==> config.mk <==
export PLATFORM = sky130hd
export DESIGN_NAME = text_layer_compositor
export DESIGN_NICKNAME = d
export VERILOG_FILES = /design/src/rtl/video_pkg.sv /design/src/rtl/sync_delay_line.sv /design/src/rtl/text_layer_compositor.sv
export SDC_FILE = /design/constraint.sdc
export NUM_CORES = 1
export LEC_CHECK = 0
export BUFFER_PORTS_ARGS = -buffer_cell sky130_fd_sc_hd__buf_2
export CORE_AREA = 2 2 80 82
export DETAILED_ROUTE_END_ITERATION = 10
export DIE_AREA = 0 0 82 84
export GPL_ROUTABILITY_DRIVEN = 0
export HOLD_SLACK_MARGIN = 0.06
export PLACE_DENSITY = 0.7
export SYNTH_ARGS = -nofsm -noshare
export SYNTH_HDL_FRONTEND = slang
export SYNTH_SLANG_ARGS = --single-unit
==> constraint.sdc <==
create_clock -name i_clk -period 2.7 [get_ports i_clk]
set_input_delay 0.27 -clock i_clk [delete_from_list [all_inputs] [get_ports i_clk]]
set_output_delay 0.27 -clock i_clk [all_outputs]
set_load 0.03 [all_outputs]
==> src/rtl/video_pkg.sv <==
// Shared video types: per-pixel RGB colour and the sync/enable side channel.
package video_pkg;

  localparam int COLOUR_BITS = 8;

  typedef struct packed {
    logic [COLOUR_BITS-1:0] r;
    logic [COLOUR_BITS-1:0] g;
    logic [COLOUR_BITS-1:0] b;
  } rgb_t;

  typedef struct packed {
    logic hsync;
    logic vsync;
    logic de;
  } sync_t;

endpackage

==> src/rtl/sync_delay_line.sv <==
// Fixed-depth shift register for aligning side channels with a pipelined datapath.
// DEPTH=0 is a pure wire.
module sync_delay_line #(
  parameter int WIDTH = 3,
  parameter int DEPTH = 4
) (
  input  logic             i_clk,
  input  logic             i_rst,
  input  logic [WIDTH-1:0] i_data,
  output logic [WIDTH-1:0] o_data
);

  generate
    if (DEPTH == 0) begin : g_pass
      logic unused_ctl;
      assign unused_ctl = i_clk ^ i_rst;
      assign o_data     = i_data;
    end else begin : g_line
      logic [DEPTH-1:0][WIDTH-1:0] stage_q, stage_d;

      always_comb begin
        stage_d    = stage_q;
        stage_d[0] = i_data;
        for (int i = 1; i < DEPTH; i++) stage_d[i] = stage_q[i-1];
      end

      always_ff @(posedge i_clk) begin
        if (i_rst) stage_q <= '0;
        else       stage_q <= stage_d;
      end

      assign o_data = stage_q[DEPTH-1];
    end
  endgenerate

endmodule

==> src/rtl/text_layer_compositor.sv <==
// Merges prioritised one-bit text overlay layers into a single RGB pixel over a
// background, with frame-counted blink, and re-aligns hsync/vsync/de with the colour.
module text_layer_compositor
  import video_pkg::sync_t;
#(
  parameter int NUM_LAYERS   = 3,
  parameter int COLOUR_BITS  = 8,
  parameter int SYNC_DELAY   = 4,
  parameter int BLINK_FRAMES = 30
) (
  input  logic                              i_clk,
  input  logic                              i_rst,
  input  logic                              i_hsync,
  input  logic                              i_vsync,
  input  logic                              i_de,
  input  logic                              i_nf,
  input  logic [NUM_LAYERS-1:0]             i_layer_dv,
  input  logic [NUM_LAYERS-1:0]             i_layer_data,
  input  logic [NUM_LAYERS*3*COLOUR_BITS-1:0] i_layer_fg,
  input  logic [3*COLOUR_BITS-1:0]          i_bg_colour,
  input  logic [NUM_LAYERS-1:0]             i_blink_mask,
  output logic [COLOUR_BITS-1:0]            o_r,
  output logic [COLOUR_BITS-1:0]            o_g,
  output logic [COLOUR_BITS-1:0]            o_b,
  output logic                              o_hsync,
  output logic                              o_vsync,
  output logic                              o_de
);

  localparam int PW = 3 * COLOUR_BITS;
  localparam int CW = $clog2(BLINK_FRAMES + 1);
  localparam logic [0:0] ST_VISIBLE = 1'b0;
  localparam logic [0:0] ST_HIDDEN  = 1'b1;

  // Sync path: delay line matches overlay read latency, output register matches composite.
  sync_t              sync_in, sync_dly, sync_q, sync_d;
  logic [$bits(sync_t)-1:0] sync_dly_bits;

  assign sync_in = '{hsync: i_hsync, vsync: i_vsync, de: i_de};

  sync_delay_line #(
    .WIDTH($bits(sync_t)),
    .DEPTH(SYNC_DELAY)
  ) u_sync_dly (
    .i_clk (i_clk),
    .i_rst (i_rst),
    .i_data(sync_in),
    .o_data(sync_dly_bits)
  );

  assign sync_dly = sync_dly_bits;
  assign sync_d   = sync_dly;

  // Blink FSM; the new phase is used in the same cycle as i_nf.
  logic [CW-1:0] cnt_q, cnt_d;
  logic [0:0]    phase_q, phase_d;

  always_comb begin
    cnt_d   = cnt_q;
    phase_d = phase_q;
    if (i_nf) begin
      if (cnt_q == CW'(BLINK_FRAMES - 1)) begin
        cnt_d   = '0;
        phase_d = (phase_q == ST_VISIBLE) ? ST_HIDDEN : ST_VISIBLE;
      end else begin
        cnt_d = cnt_q + CW'(1);
      end
    end
  end

  logic [NUM_LAYERS-1:0] opaque;
  assign opaque = i_layer_dv & i_layer_data
                & ~(i_blink_mask & {NUM_LAYERS{phase_d == ST_HIDDEN}});

  // Lowest opaque index wins; iterating downward lets it overwrite higher ones.
  logic [PW-1:0] colour_q, colour_d;

  always_comb begin
    colour_d = i_bg_colour;
    for (int i = NUM_LAYERS - 1; i >= 0; i--) begin
      if (opaque[i]) colour_d = i_layer_fg[i*PW +: PW];
    end
    if (!sync_dly.de) colour_d = '0;
  end

  always_ff @(posedge i_clk) begin
    if (i_rst) begin
      cnt_q    <= '0;
      phase_q  <= ST_VISIBLE;
      colour_q <= '0;
      sync_q   <= '0;
    end else begin
      cnt_q    <= cnt_d;
      phase_q  <= phase_d;
      colour_q <= colour_d;
      sync_q   <= sync_d;
    end
  end

  assign o_r     = colour_q[PW-1 -: COLOUR_BITS];
  assign o_g     = colour_q[2*COLOUR_BITS-1 -: COLOUR_BITS];
  assign o_b     = colour_q[COLOUR_BITS-1:0];
  assign o_hsync = sync_q.hsync;
  assign o_vsync = sync_q.vsync;
  assign o_de    = sync_q.de;

endmodule

# Word-level counts from Yosys, hierarchy flattened
# Cells that the tools add are included.
totals:
  memories: 0
  latch_bits: 0
  regBits: 45
  out_inout_bits: 27
  romBits: 0
  mem_bits_rw: 0
op_classes:
  n_mux: 7
  n_div: 0
  n_addsub: 1
  order_cmp: 0
  bitwise: 5
  n_eq_ne: 1
  n_reduce_logical: 1
  n_shift: 0
  n_mul: 0
ops:
  columns: ["operator", "n"]
  rows:
  - ["24-bit two-way mux", 3]
  - ["3-bit bitwise AND", 3]
  - ["5-bit by 1-bit adder with 5-bit output, second input constant", 1]
  - ["5-bit == test, second input constant", 1]
  - ["5-bit two-way mux", 1]
  - ["1-bit two-way mux", 3]
  - ["3-bit inverter", 1]
  - ["2-bit OR reduction", 1]
  - ["1-bit inverter", 1]

# Longest topological paths before layout
depth:
  word_depth: 9
  mapped_depth: 9
  depth_no_buf: 7

# Hierarchy
# A second synthesis with hierarchy kept.
unflattened:
  cells_unflattened: 215
  hier_area_um2: 2093.3
modules_own_cells:
  columns: ["mod", "area_per_inst_um2", "instances", "seq_area_each_um2", "cells_each"]
  rows:
  - ["text_layer_compositor", 1726.7, 1, 660.6, 190]
  - ["sync_delay_line", 366.6, 1, 240.2, 25]

# Worst setup path after synthesis
# No wires, ideal clock.
synth_timing:
  kind: "reg-to-reg"
  start: "register cnt_q[0]"
  end: "register colour_q[13]"
  period_less_slack_ps: 1925
  t_arrival_ps: 1787
  slack_ps: 775
  stages_incl_launch_ff: 9
  path_cell_list: "dfxtp_1 > ha_1 > nand3_2 > or4_1 > o2111a_1 > buf_6 > buf_6 > mux2i_1 > o221ai_1"
synth_via:
  elab_chain_len: 9
synth_rtl:
  columns: ["item", "line_no", "source"]
  rows:
  - ["start: declaration", "text_layer_compositor.sv:55", "logic [CW-1:0] cnt_q, cnt_d;"]
  - ["start signal: assignment", "text_layer_compositor.sv:93", "cnt_q <= cnt_d;"]
  - ["5-bit == test (*)", "text_layer_compositor.sv:62", "if (cnt_q == CW'(BLINK_FRAMES - 1)) begin"]
  - ["1-bit two-way mux (*)", "text_layer_compositor.sv:62", null]
  - ["1-bit two-way mux (*)", "text_layer_compositor.sv:61", "if (i_nf) begin"]
  - ["3-bit bitwise AND (*)", "text_layer_compositor.sv:73", "& ~(i_blink_mask & {NUM_LAYERS{phase_d == ST_HIDDEN}});"]
  - ["3-bit inverter (*)", "text_layer_compositor.sv:73", null]
  - ["3-bit bitwise AND (*)", "text_layer_compositor.sv:73", null]
  - ["24-bit two-way mux (2 in a row)", "text_layer_compositor.sv:81", "if (opaque[i]) colour_d = i_layer_fg[i*PW +: PW];"]
  - ["24-bit two-way mux (*)", "text_layer_compositor.sv:81", null]
  - ["end signal: assignment", "text_layer_compositor.sv:95", "colour_q <= colour_d;"]
  - ["end: declaration", "text_layer_compositor.sv:76", "logic [PW-1:0] colour_q, colour_d;"]
# Mark *: on every way between the ends. The rest lies on a longest branch, timed or not.
# A chain may end at the register's enable or synchronous reset.

# Worst setup path after layout
layout_timing:
  start: "register cnt_q[0]"
  end: "register colour_q[9]"
# The elaborated chain is that of the path after synthesis.

==> impl_metrics.py <==
metrics = {
    "placement": {
        "place.port_buffers": 137,
        "pre_cts_ws_ns": 0.404,
        "place_hpwl_um": 4170,
    },
    "timing": {
        "final.period_utilization_pct": 84.9,
        "max_slew.worst_pin.slew_ns": 0.572,
        "highest_achievable_clock_rate_mhz": 436,
        "fin_crit_ns": 2.29,
        "finalHoldViolCount": 0,
        "clock-skew-final_ns": 0.00301,
        "setup_repair_after_global_routing_missed_its_margin": "false",
        "total_count_of_max_transition_violations_in_the_final_report": 0,
        "fin_setup_tns_ns": 0,
        "setup_slack_ns": 0.408,
        "setup_viol_count_final": 0,
        "timing.max_slew.rel_slack_pct": 61.7,
    },
    "floorplanning": {
        "chipWidth_um": 82,
        "boundaryPins": 138,
        "floorplan.die.height_um": 84,
        "die_area_mm2": 0.00689,
        "design.core.area_mm2": 0.00610,
        "initial_core_util_pct": 33.6,
        "core.rowCount": 29,
    },
    "synth": {
        "synthesis.yosys.warnings": 0,
        "netlist_area_mm2": 0.00205,
        "post_synth_num_cell_types": 27,
        "synth_cells": 215,
        "yosysMostFrequentCell": "sky130_fd_sc_hd__dfxtp_1",
        "synth.cells.most_frequent": "sky130_fd_sc_hd__dfxtp_1, sky130_fd_sc_hd__nand2_1, sky130_fd_sc_hd__nand4_1",
        "syn_nets": 328,
        "yosys_register_bits": 45,
        "synth-seq-area-share_pct": 44.0,
        "synth.top_cells.by_area": "sky130_fd_sc_hd__dfxtp_1, sky130_fd_sc_hd__mux2i_1, sky130_fd_sc_hd__o221ai_1, sky130_fd_sc_hd__nand4_1, sky130_fd_sc_hd__nand2_1",
        "post-synth-top-area-fraction_pct": 44.0,
        "synth-async-reset-ratio_pct": 0,
        "yosys.area.top_type": "sky130_fd_sc_hd__dfxtp_1",
        "yosys_most_used_dff": "sky130_fd_sc_hd__dfxtp_1",
        "number_of_enable_type_register_cells_in_the_synthesized_netlist": 0,
        "syn_avg_cell_area_um2": 9.51,
    },
    "clocking": {
        "cts_htree_levels": 2,
        "cts.sink_count": 45,
        "clk_pin_slew_worst_paths_ns": 0.09,
        "clkLatencyLatePin_ns": 0.30,
        "clock_tree.root_cell": "sky130_fd_sc_hd__clkbuf_8",
        "numCtsBuffers": 5,
        "tritoncts_clock_tree": "built",
        "hold_buffers": 0,
        "ctsResizeCount": 0,
        "setup_repair_bufs_after_cts": 0,
        "clock_path_buffers": 2,
    },
    "setup_path": {
        "timing.critical_path.required_ns": 2.91,
        "crit_arrival_ns": 2.50,
        "timing.critical_path.fanout_max": 24,
        "critPathCaptureType": "flop",
        "critical_path.startpoint_type": "flop",
        "setup.worst_path.class": "flop to flop",
    },
    "routing": {
        "detail_route.vias_per_cell": 4.94,
        "drc_errors": 0,
        "route.met3.wl_um": 521,
        "via_count": 2081,
        "wl_met1_um": 2200,
        "wl_met2_um": 2860,
        "route.top_layer_used": "met4",
        "drt_first_pass_iters": 4,
        "first_iter_violations": 56,
        "drt.antenna.violating_nets": 0,
        "routedWlPerCell_um": 13.4,
        "drt-total-wl_um": 5640,
    },
    "layout": {
        "n_antenna_cell": 0,
        "area_growth_pct": 40.6,
        "fraction_of_final_layout_cells_with_drive_strength_greater_than_1_pct": 45.3,
        "nets": 456,
    },
    "grt": {
        "grt_pass1_wl_um": 8540,
        "overflow": 0,
        "grt_max_degree": 29,
        "antenna_found_initial": 0,
        "number_of_global_route_vias_before_repair": 1974,
        "combined_global_route_utilization_of_all_metal_layers_pct": 15.7,
    },
    "hold_path": {
        "min_path_type": "primary input to flop",
    },
    "run_status": {
        "outcome": "complete, no violations",
    },
    "power": {
        "leakage_nw": 1.31,
        "ir_drop_mv": 0.378,
        "powerDensity_mw_per_mm2": 455,
    },
    "job": {
        "cap_violations": 0,
    },
}
[placed cells by master (no fill, tap or decap), types with 3 or more instances in the layout]
cell | synthesis | layout
sky130_fd_sc_hd__inv_1 | 3 | 3
sky130_fd_sc_hd__nor2_1 | 7 | 7
sky130_fd_sc_hd__mux2i_1 | 24 | 24
sky130_fd_sc_hd__buf_4 | 1 | 5
sky130_fd_sc_hd__buf_2 | 5 | 137
sky130_fd_sc_hd__dfxtp_1 | 45 | 45
sky130_fd_sc_hd__nand2_1 | 29 | 29
sky130_fd_sc_hd__o221ai_1 | 24 | 24
sky130_fd_sc_hd__nand4_1 | 26 | 26
sky130_fd_sc_hd__xor2_1 | 3 | 3
sky130_fd_sc_hd__nor2b_1 | 15 | 14
sky130_fd_sc_hd__clkbuf_8 | 0 | 5
[metrics by stage]
| stage | hold slack (ns) | power [W] | cell area (µm²) | util (%) | cells |
|---|---|---|---|---|---|
| 3_5_place_dp | 0.421 | 0.000876 | 2780 | 45.6 | 413 |
| 5_1_grt | 0.158 | 0.00137 | 2880 | 47.2 | 421 |
| 6_report | 0.185 | 0.00131 | 2880 | 47.2 | 421 |
| 2_1_floorplan | 0.342 | 0.000778 | 2050 | - | 215 |
| 3_3_place_gp | 0.417 | 0.000873 | 2780 | 45.6 | 413 |
| 4_1_cts | 0.163 | 0.00133 | 2880 | 47.2 | 421 |
[final timing paths]
kind                         from                      endpoint  slack (ns)  depth (start not counted)
max                      cnt_q[0]                   colour_q[9]        0.41                          6
min                       i_vsync  u_sync_dly.g_line.stage_d[4]        0.19                          2
max reg2reg              cnt_q[0]                   colour_q[9]        0.41                          6
min reg2reg  u_sync_dly.o_data[2]                       o_hsync        0.44                          1
[area by class of cell]
| class | instances | area, µm² |
|---|---|---|
| inverters | 4 | 15.0 |
| flip-flops and latches | 45 | 901 |
| clock buffers | 5 | 68.8 |
| well taps | 77 | 96.3 |
| clock inverters | 3 | 28.8 |
| repair buffers | 142 | 723 |
| multi-input cells | 145 | 1040 |
| fillers | 613 | 3220 |
[logic make-up (layout without fill, tap and decap cells)]
| logic type | count (synthesis) | in the layout | synth area share (%) |
|---|---|---|---|
| and+or+nand+nor | 85 | 85 | 22.0 |
| DFF | 45 | 45 | 44.0 |
| AOI/OAI and AO/OA | 29 | 29 | 12.7 |
| buffers and inverters | 25 | 154 | 6.18 |
| muxes | 24 | 24 | 11.7 |
| xor gates and xnor gates | 5 | 5 | 2.14 |
| adders and majority gates | 2 | 2 | 1.22 |
[report_power, final]
part           switching (W)  internal (W)
Combinational      0.0000848     0.0000931
Sequential        0.00000526      0.000676
Clock               0.000254      0.000195
Total               0.000344      0.000964
[sequential cells by signal, summed over array words and instances, names as in the netlist]
register / count
o_hsync: 1
u_sync_dly.o_data: 3
colour_q: 24
phase_q: 1
cnt_q: 5
o_vsync: 1
u_sync_dly.g_line.stage_d: 9
o_de: 1
[per-layer routing]
metal,vias up,track usage (%)
met3,6,4.98
met2,78,29.0
met1,946,16.7
li1,1051,-
met5,-,0
met4,0,3.94
[critical path, cell delays in order (launching register included)]
cell                       delay, ns
sky130_fd_sc_hd__dfxtp_1        0.40
sky130_fd_sc_hd__ha_1           0.18
sky130_fd_sc_hd__nand3_2        0.15
sky130_fd_sc_hd__nor4_1         0.44
sky130_fd_sc_hd__a311oi_4       0.08
sky130_fd_sc_hd__nand3b_2       0.59
sky130_fd_sc_hd__o221ai_1       0.35
(Power assumes the default switching activity.)
